`config.mk`:
```
export PLATFORM = sky130hd
export DESIGN_NAME = cc_cond_unit
export DESIGN_NICKNAME = d
export VERILOG_FILES = /design/src/rtl/cc_cond_unit.sv
export SDC_FILE = /design/constraint.sdc
export NUM_CORES = 1
export LEC_CHECK = 0
export CAP_MARGIN = 40
export CELL_PAD_IN_SITES_DETAIL_PLACEMENT = 0
export CELL_PAD_IN_SITES_GLOBAL_PLACEMENT = 2
export CORE_ASPECT_RATIO = 0.8
export CORE_MARGIN = 5
export CORE_UTILIZATION = 20
export CTS_CLUSTER_DIAMETER = 120
export DETAILED_ROUTE_END_ITERATION = 8
export PLACE_DENSITY = 0.9
export SLEW_MARGIN = 20
export SYNTH_ARGS = -nofsm -noshare
export SYNTH_HDL_FRONTEND = slang
export SYNTH_SLANG_ARGS = --single-unit
```
`constraint.sdc`:
```
create_clock -name clk -period 2.1 [get_ports clk]
set_input_delay 0.63 -clock clk [delete_from_list [all_inputs] [get_ports clk]]
set_output_delay 0.63 -clock clk [all_outputs]
set_load 0.1 [all_outputs]
```
`src/rtl/cc_cond_unit.sv`:
```
// cc_cond_unit: execute-stage condition-code register and Y86 condition
// evaluator. Latches ALU ZSO flags on request and presents a registered
// jump/cmov condition (cnd) with a valid flag and an error pulse for
// unsupported condition codes.
//
// Optional feature macro: CC_BYPASS_EN
//   defined   : an evaluation in the same cycle as an accepted CC write sees
//               the incoming zso_in flags (cmp + jXX in one execute slot).
//   undefined : evaluation always uses the registered cc value.
module cc_cond_unit #(
    parameter logic [2:0] CC_RESET = 3'b100,
    parameter int         IFUN_W   = 4
) (
    input  logic              clk,
    input  logic              rst,
    input  logic [2:0]        zso_in,
    input  logic              set_cc,
    input  logic              exc_block,
    input  logic              eval_valid,
    input  logic [IFUN_W-1:0] ifun,
    input  logic              stall,
    input  logic              bubble,
    output logic [2:0]        cc,
    output logic              cnd,
    output logic              cnd_valid,
    output logic              cnd_err
);

    localparam int IFUN_MAX = 6;

    typedef enum logic [2:0] {
        C_ALWAYS = 3'd0,
        C_LE     = 3'd1,
        C_L      = 3'd2,
        C_E      = 3'd3,
        C_NE     = 3'd4,
        C_GE     = 3'd5,
        C_G      = 3'd6
    } cond_e;

    logic       cc_wr;
    logic [2:0] src;
    logic       flag_z;
    logic       flag_s;
    logic       flag_o;
    logic       lt;
    logic       ifun_bad;
    logic       cond_raw;
    logic       cnd_d;
    logic       err_d;
    cond_e      cond_sel;

    // Decide whether the CC register accepts a write and which flags feed the evaluator.
    always_comb begin
        cc_wr = set_cc && !exc_block && !bubble;
`ifdef CC_BYPASS_EN
        src   = cc_wr ? zso_in : cc;
`else
        src   = cc;
`endif
        flag_z = src[2];
        flag_s = src[1];
        flag_o = src[0];
        lt     = flag_s ^ flag_o;
    end

    // Condition evaluation; codes above 6 never assert cnd and raise cnd_err instead.
    always_comb begin
        ifun_bad = (int'(ifun) > IFUN_MAX);
        cond_sel = C_ALWAYS;
        if (!ifun_bad) begin
            cond_sel = cond_e'(ifun[2:0]);
        end
        cond_raw = 1'b0;
        case (cond_sel)
            C_ALWAYS: cond_raw = 1'b1;
            C_LE:     cond_raw = lt | flag_z;
            C_L:      cond_raw = lt;
            C_E:      cond_raw = flag_z;
            C_NE:     cond_raw = !flag_z;
            C_GE:     cond_raw = !lt;
            C_G:      cond_raw = !lt && !flag_z;
            default:  cond_raw = 1'b0;
        endcase
        cnd_d = eval_valid && !ifun_bad && cond_raw;
        err_d = eval_valid && ifun_bad;
    end

    // Register update: bubble squashes the result (even when stalled), stall freezes, otherwise advance.
    always_ff @(posedge clk or posedge rst) begin
        if (rst) begin
            cc        <= CC_RESET;
            cnd       <= 1'b0;
            cnd_valid <= 1'b0;
            cnd_err   <= 1'b0;
        end else if (bubble) begin
            cnd       <= 1'b0;
            cnd_valid <= 1'b0;
            cnd_err   <= 1'b0;
        end else if (!stall) begin
            if (cc_wr) begin
                cc <= zso_in;
            end
            cnd       <= cnd_d;
            cnd_valid <= eval_valid;
            cnd_err   <= err_d;
        end
    end

endmodule

```
* After elaboration in Yosys (flattened, before gate mapping)
Cells that the tools add are included.
** Word-level totals
- Flip-flop bits (word level) :: 6
- Latch bits :: 0
- Bits in writable memories :: 0
- Memory bits (read-only) :: 0
- Bits of input ports :: 14
- Output and inout bits :: 6
- Word-level logic and storage cells :: 37
- Memories kept :: 0
** Operators by class
- $add $sub $neg :: 0
- Multiply operators :: 0
- Divide/modulo/power cells :: 0
- Magnitude comparators :: 1
- Equal/unequal tests :: 7
- Shifts and indexed selects :: 0
- Muxes and demuxes :: 8
- Bitwise logic cells :: 4
- Reductions and logical operators :: 13
** Operator list (number)
- equality test 3 bit (second input constant) :: 3
- one-hot mux 1 bit (7 select lines) :: 1
- equality test 3 x 2 -> 1 bit (second input constant) :: 2
- logical AND 1 bit :: 6
- 2-to-1 mux 1 bit :: 6
- logical NOT 1 bit :: 5
- > comparator 4 x 3 -> 1 bit (second input constant) :: 1
- equality test 3 x 1 -> 1 bit (second input constant) :: 1
- logical NOT 3 bit :: 1
- 2-to-1 mux 3 bit :: 1
- AND reduction 3 bit :: 1
- != test 2 x 1 -> 1 bit (second input constant) :: 1
- inverter 1 bit :: 2
- bitwise OR 1 bit :: 1
- XOR 1 bit :: 1

* Depth between registers and ports, before layout
- Depth after elaboration :: 7
- Mapped depth :: 4
- Gate-level depth less buffers :: 4

* Least setup slack after synthesis
No wires, ideal clock.
- Path kind :: flip-flop to flip-flop
- From :: reg cc[1]
- To :: reg cnd
- Library setup time :: 130 ps
- Data arrival time :: 1509 ps
- Required time :: 1970 ps
- Setup slack :: 461 ps
- Stages on the path, launching flop included :: 5
- Path buffers :: 0
- Period minus slack after synthesis :: 1639 ps
- Cell sequence :: dfrtp_1 xnor2_1 a21oi_1 nor3_1 o21ai_0
** Between the ends
- Word-level cells in the longest chain between the ends :: 7
- Elaborated cells between the ends (all ways) :: 8
- Classes of those cells :: mux (3); bitwise (2); reduce/logical (3)
** RTL lines
- from (decl) :: RTL line 23 : output logic [2:0] cc,
- from (signal assigned) :: RTL line 102 : cc <= zso_in;
- XOR 1 bit (*) :: RTL line 64 : lt = flag_s ^ flag_o;
- logical NOT 1 bit :: RTL line 81, 82
- logical AND 1 bit :: RTL line 82 : C_G: cond_raw = !lt && !flag_z;
- one-hot mux 1 bit (7 select lines) (*) :: RTL line 75 : case (cond_sel)
- logical AND 1 bit (*) :: RTL line 85 : cnd_d = eval_valid && !ifun_bad && cond_raw;
- 2-to-1 mux 1 bit (*) :: RTL line 100 : end else if (!stall) begin
- 2-to-1 mux 1 bit (*) :: RTL line 96 : end else if (bubble) begin
- to (signal assigned) :: RTL line 104 : cnd <= cnd_d;
- to (decl) :: RTL line 24 : output logic cnd,
Mark *: on every way between the ends. The rest lies on a longest branch, timed or not. The select of a mux whose other input is x is not followed.
A chain may end at the register's enable or synchronous reset.

* Worst setup path in the final report
- From :: in bubble
- To :: reg cc[0]
** Between the ends
- Word-level cells in the longest chain between the ends :: 3
- Elaborated cells between the ends (all ways) :: 4
- Classes of those cells :: bitwise (1); reduce/logical (3)
** RTL lines
- from (decl) :: RTL line 22 : input logic bubble,
- logical NOT 1 bit :: RTL line 55 : cc_wr = set_cc && !exc_block && !bubble;
- logical AND 1 bit :: RTL line 55
- AND reduction 3 bit (no line) (*)
Mark *: on every way between the ends. The rest lies on a longest branch, timed or not.

==> results.md <==
* Core Region at 1590 um2
* Layout area overhead at 97.0%
* DR iter-0 viols at 4
* Setup TNS at 0 ns
* Gr usage total at 0.0746
* Synth Instances at 32
* Clock skew at 0.00328 ns
* Die height at 46.3 um
* # port buffers at 19
* Required @ worst endpoint at 2.23 ns
* Status: completed
* Critical path, cell by cell: clkdlybuf4s50_1 -> nor4b_4 -> mux2_2
* Synth Area in Simple Gates at 0.240
* GP Congestion at 0.749
* Num ports at 20
* Share of layout cells above drive strength 1 at 0.298
* Horiz. Die Dim at 55.4 um
* Post-DP HPWL at 676 um
* Part of the Yosys area used for sequential elements at 0.460
* CTS tree: yes
* #FFs+latches synth at 6
* Adder-Cell Fraction of Synth Area at 0
* RSZ-0062 raised after global routing: no
* Vias at 324
* Final hold vios at 0
* CTS H-Tree Depth at 1
* First-pass GRT wire length at 1.37 mm
* Max rail drop VDD at 0.000370 V
* Clk sinks at 6
* Startpoint types: primary input
* Nets at 72
* Yosys warnings at 0
* Max Freq at 586 MHz
* Worst-case clock buffer depth at 2
* Sequential share of power at 0.296
* Post-Synthesis Cell Area at 329 um2
* Drc violations at 0
* Xor-xnor portion of the synthesized cell area at 0.0266
* Worst Path Arrival at 1.83 ns
* Cell-internal power at 318 uW
* Complex-gate fraction of the synthesized area at 0.118
* CP max stage cell: clkdlybuf4s50_1
* CTS buffer count at 3
* Crit. End Element: flip-flop
* Period minus WS final at 1.71 ns
* Rel. slew slack at 0.806
* Post-synth top area share at 0.380
* HP Class: reg2reg
* Die Footprint at 2560 um2
* WS Path Type: in2reg
* CP peak stage delay at 0.46 ns
* CP max FO at 3
* Routed Wire Length at 797 um
* Largest net degree at the start of global routing at 7
* Hold Slack at 0.567 ns
* Final instance area at 648 um2
* Routed Antenna Nets at 0
* Clock Pin Slew Worst Setup and Hold Paths at 0.05 ns
* Largest family of logic cells by synthesized area: simple AND/OR/NAND/NOR gates
* Syn_nets at 46
* CTS root buf: clkbuf_4
* DR vias/cell at 4.10
* Setup violators final at 0
* Pre-antenna DRT Iters at 4
* Top cells by area, synth: dfrtp_1, mux2_2, dfstp_2
* P per Cell Area at 824 nW/um2
* Fin. max-slew vios at 0
* Post-synthesis area per instance at 10.3 um2
* Net Sw Power at 217 uW
* Ant. Diodes at 0
* Comb pwr share at 0.487
* Initial Utilization at 0.206
* Unique masters post-synth at 15
* Clock network fraction of design power at 0.217
* Util after Layout at 0.407
* Max-cap violations at 0
* CTS Hold Buffers Added at 0
* Total power at 534 uW
* Worst slew pin tran at 0.289 ns
* Mux contribution to synthesized area at 0.133
* Placed instance area at 622 um2
* Vias in the first global route at 312
* Static leakage at 0.269 nW
* Worst-Skew Late Latency at 0.25 ns
* Initial antenna violation count at 0
* Row cnt at 13
* Post-CTS Setup Bufs at 0
* Resized Gates After CTS at 0
* Final Cycle Share at 0.812
* Switching power share of the total at 0.405
* Routed length per instance at 10.1 um
* Area leader, netlist: dfrtp_1
* Grt total ovfl at 0
[per-layer routing]
metal,vias to the layer above,global-route usage,wire length [um]
met5,-,0,0
met4,0,0.0728,34
met3,4,0.0308,52
met2,12,0.106,356
met1,146,0.0850,354
li1,162,-,-
[power by group through the flow]
stage	Sequential [mW]	Combinational (mW)	Clock, mW
after floorplan	0.262	0.0455	0
after global placement	0.160	0.262	0
after detailed placement	0.161	0.262	0
after CTS	0.159	0.263	0.121
after global routing	0.162	0.272	0.126
final	0.158	0.260	0.116
[cell usage in the layout, fill, tap and decap left out, drive strengths merged]
cell	synthesis	layout
clkdlybuf4s50	0	13
buf	0	8
dfrtp	5	5
a21oi	4	4
clkbuf	0	4
nand2b	3	3
nor2	3	3
mux2	3	3
nand2	2	2
inv	2	2
nor3	2	2
o21ai	2	2
xnor2	1	1
mux2i	1	1
a31o	1	1
nand3b	1	1
nor4b	1	1
dfstp	1	1
[cells by family after synthesis]
family / after synthesis
muxes: 4
buffers and inverters: 2
and+or+nand+nor: 12
DFF: 6
xor gates and xnor gates: 1
AOI/OAI and AO/OA: 7
[critical path, delay by kind of cell]
kind | cells | cell delay, ns
and+or+nand+nor | 1 | 0.37
muxes | 1 | 0.37
buffers and inverters | 1 | 0.46
[final cells by class]
cell class              count  area (um2)
inverters                   2        7.51
multi-input cells          24         170
well taps                  22        27.5
repair buffers             21         265
clock buffers               4        26.3
flip-flops and latches      6         151
fillers                   176         946
[final timing paths]
path / cells past startpoint / startpoint / to / slack [ns]
worst max register to register: 4 / cc[0] / cnd / 0.89
max in group asynchronous: 2 / rst / cc[2] / 1.26
min in group asynchronous: 2 / rst / cnd_err / 0.59
worst min register to register: 2 / cnd_valid / cnd_valid / 0.57
worst min-delay path: 2 / cnd_valid / cnd_valid / 0.57
worst max-delay path: 3 / bubble / cc[0] / 0.39
[cells in the mapped netlist (all sizes together)]
cell / count
o21ai: 2
xnor2: 1
a21oi: 4
nand2b: 3
dfstp: 1
nand3b: 1
nor2: 3
inv: 2
mux2: 3
mux2i: 1
dfrtp: 5
nand2: 2
a31o: 1
nor4b: 1
nor3: 2
[stage by stage]
stage / worst slack (ns) / std cells
after floorplan: 0.461 / 32
after global placement: 0.134 / 75
after detailed placement: 0.123 / 75
after CTS: 0.377 / 79
after global routing: 0.330 / 79
final: 0.394 / 79
[state kept, by name (all words and copies together), names as in the netlist]
name and cells:
cnd_valid 1, cnd_err 1, cnd 1, cc 3
Note: power is estimated with default switching activity, not from simulation.
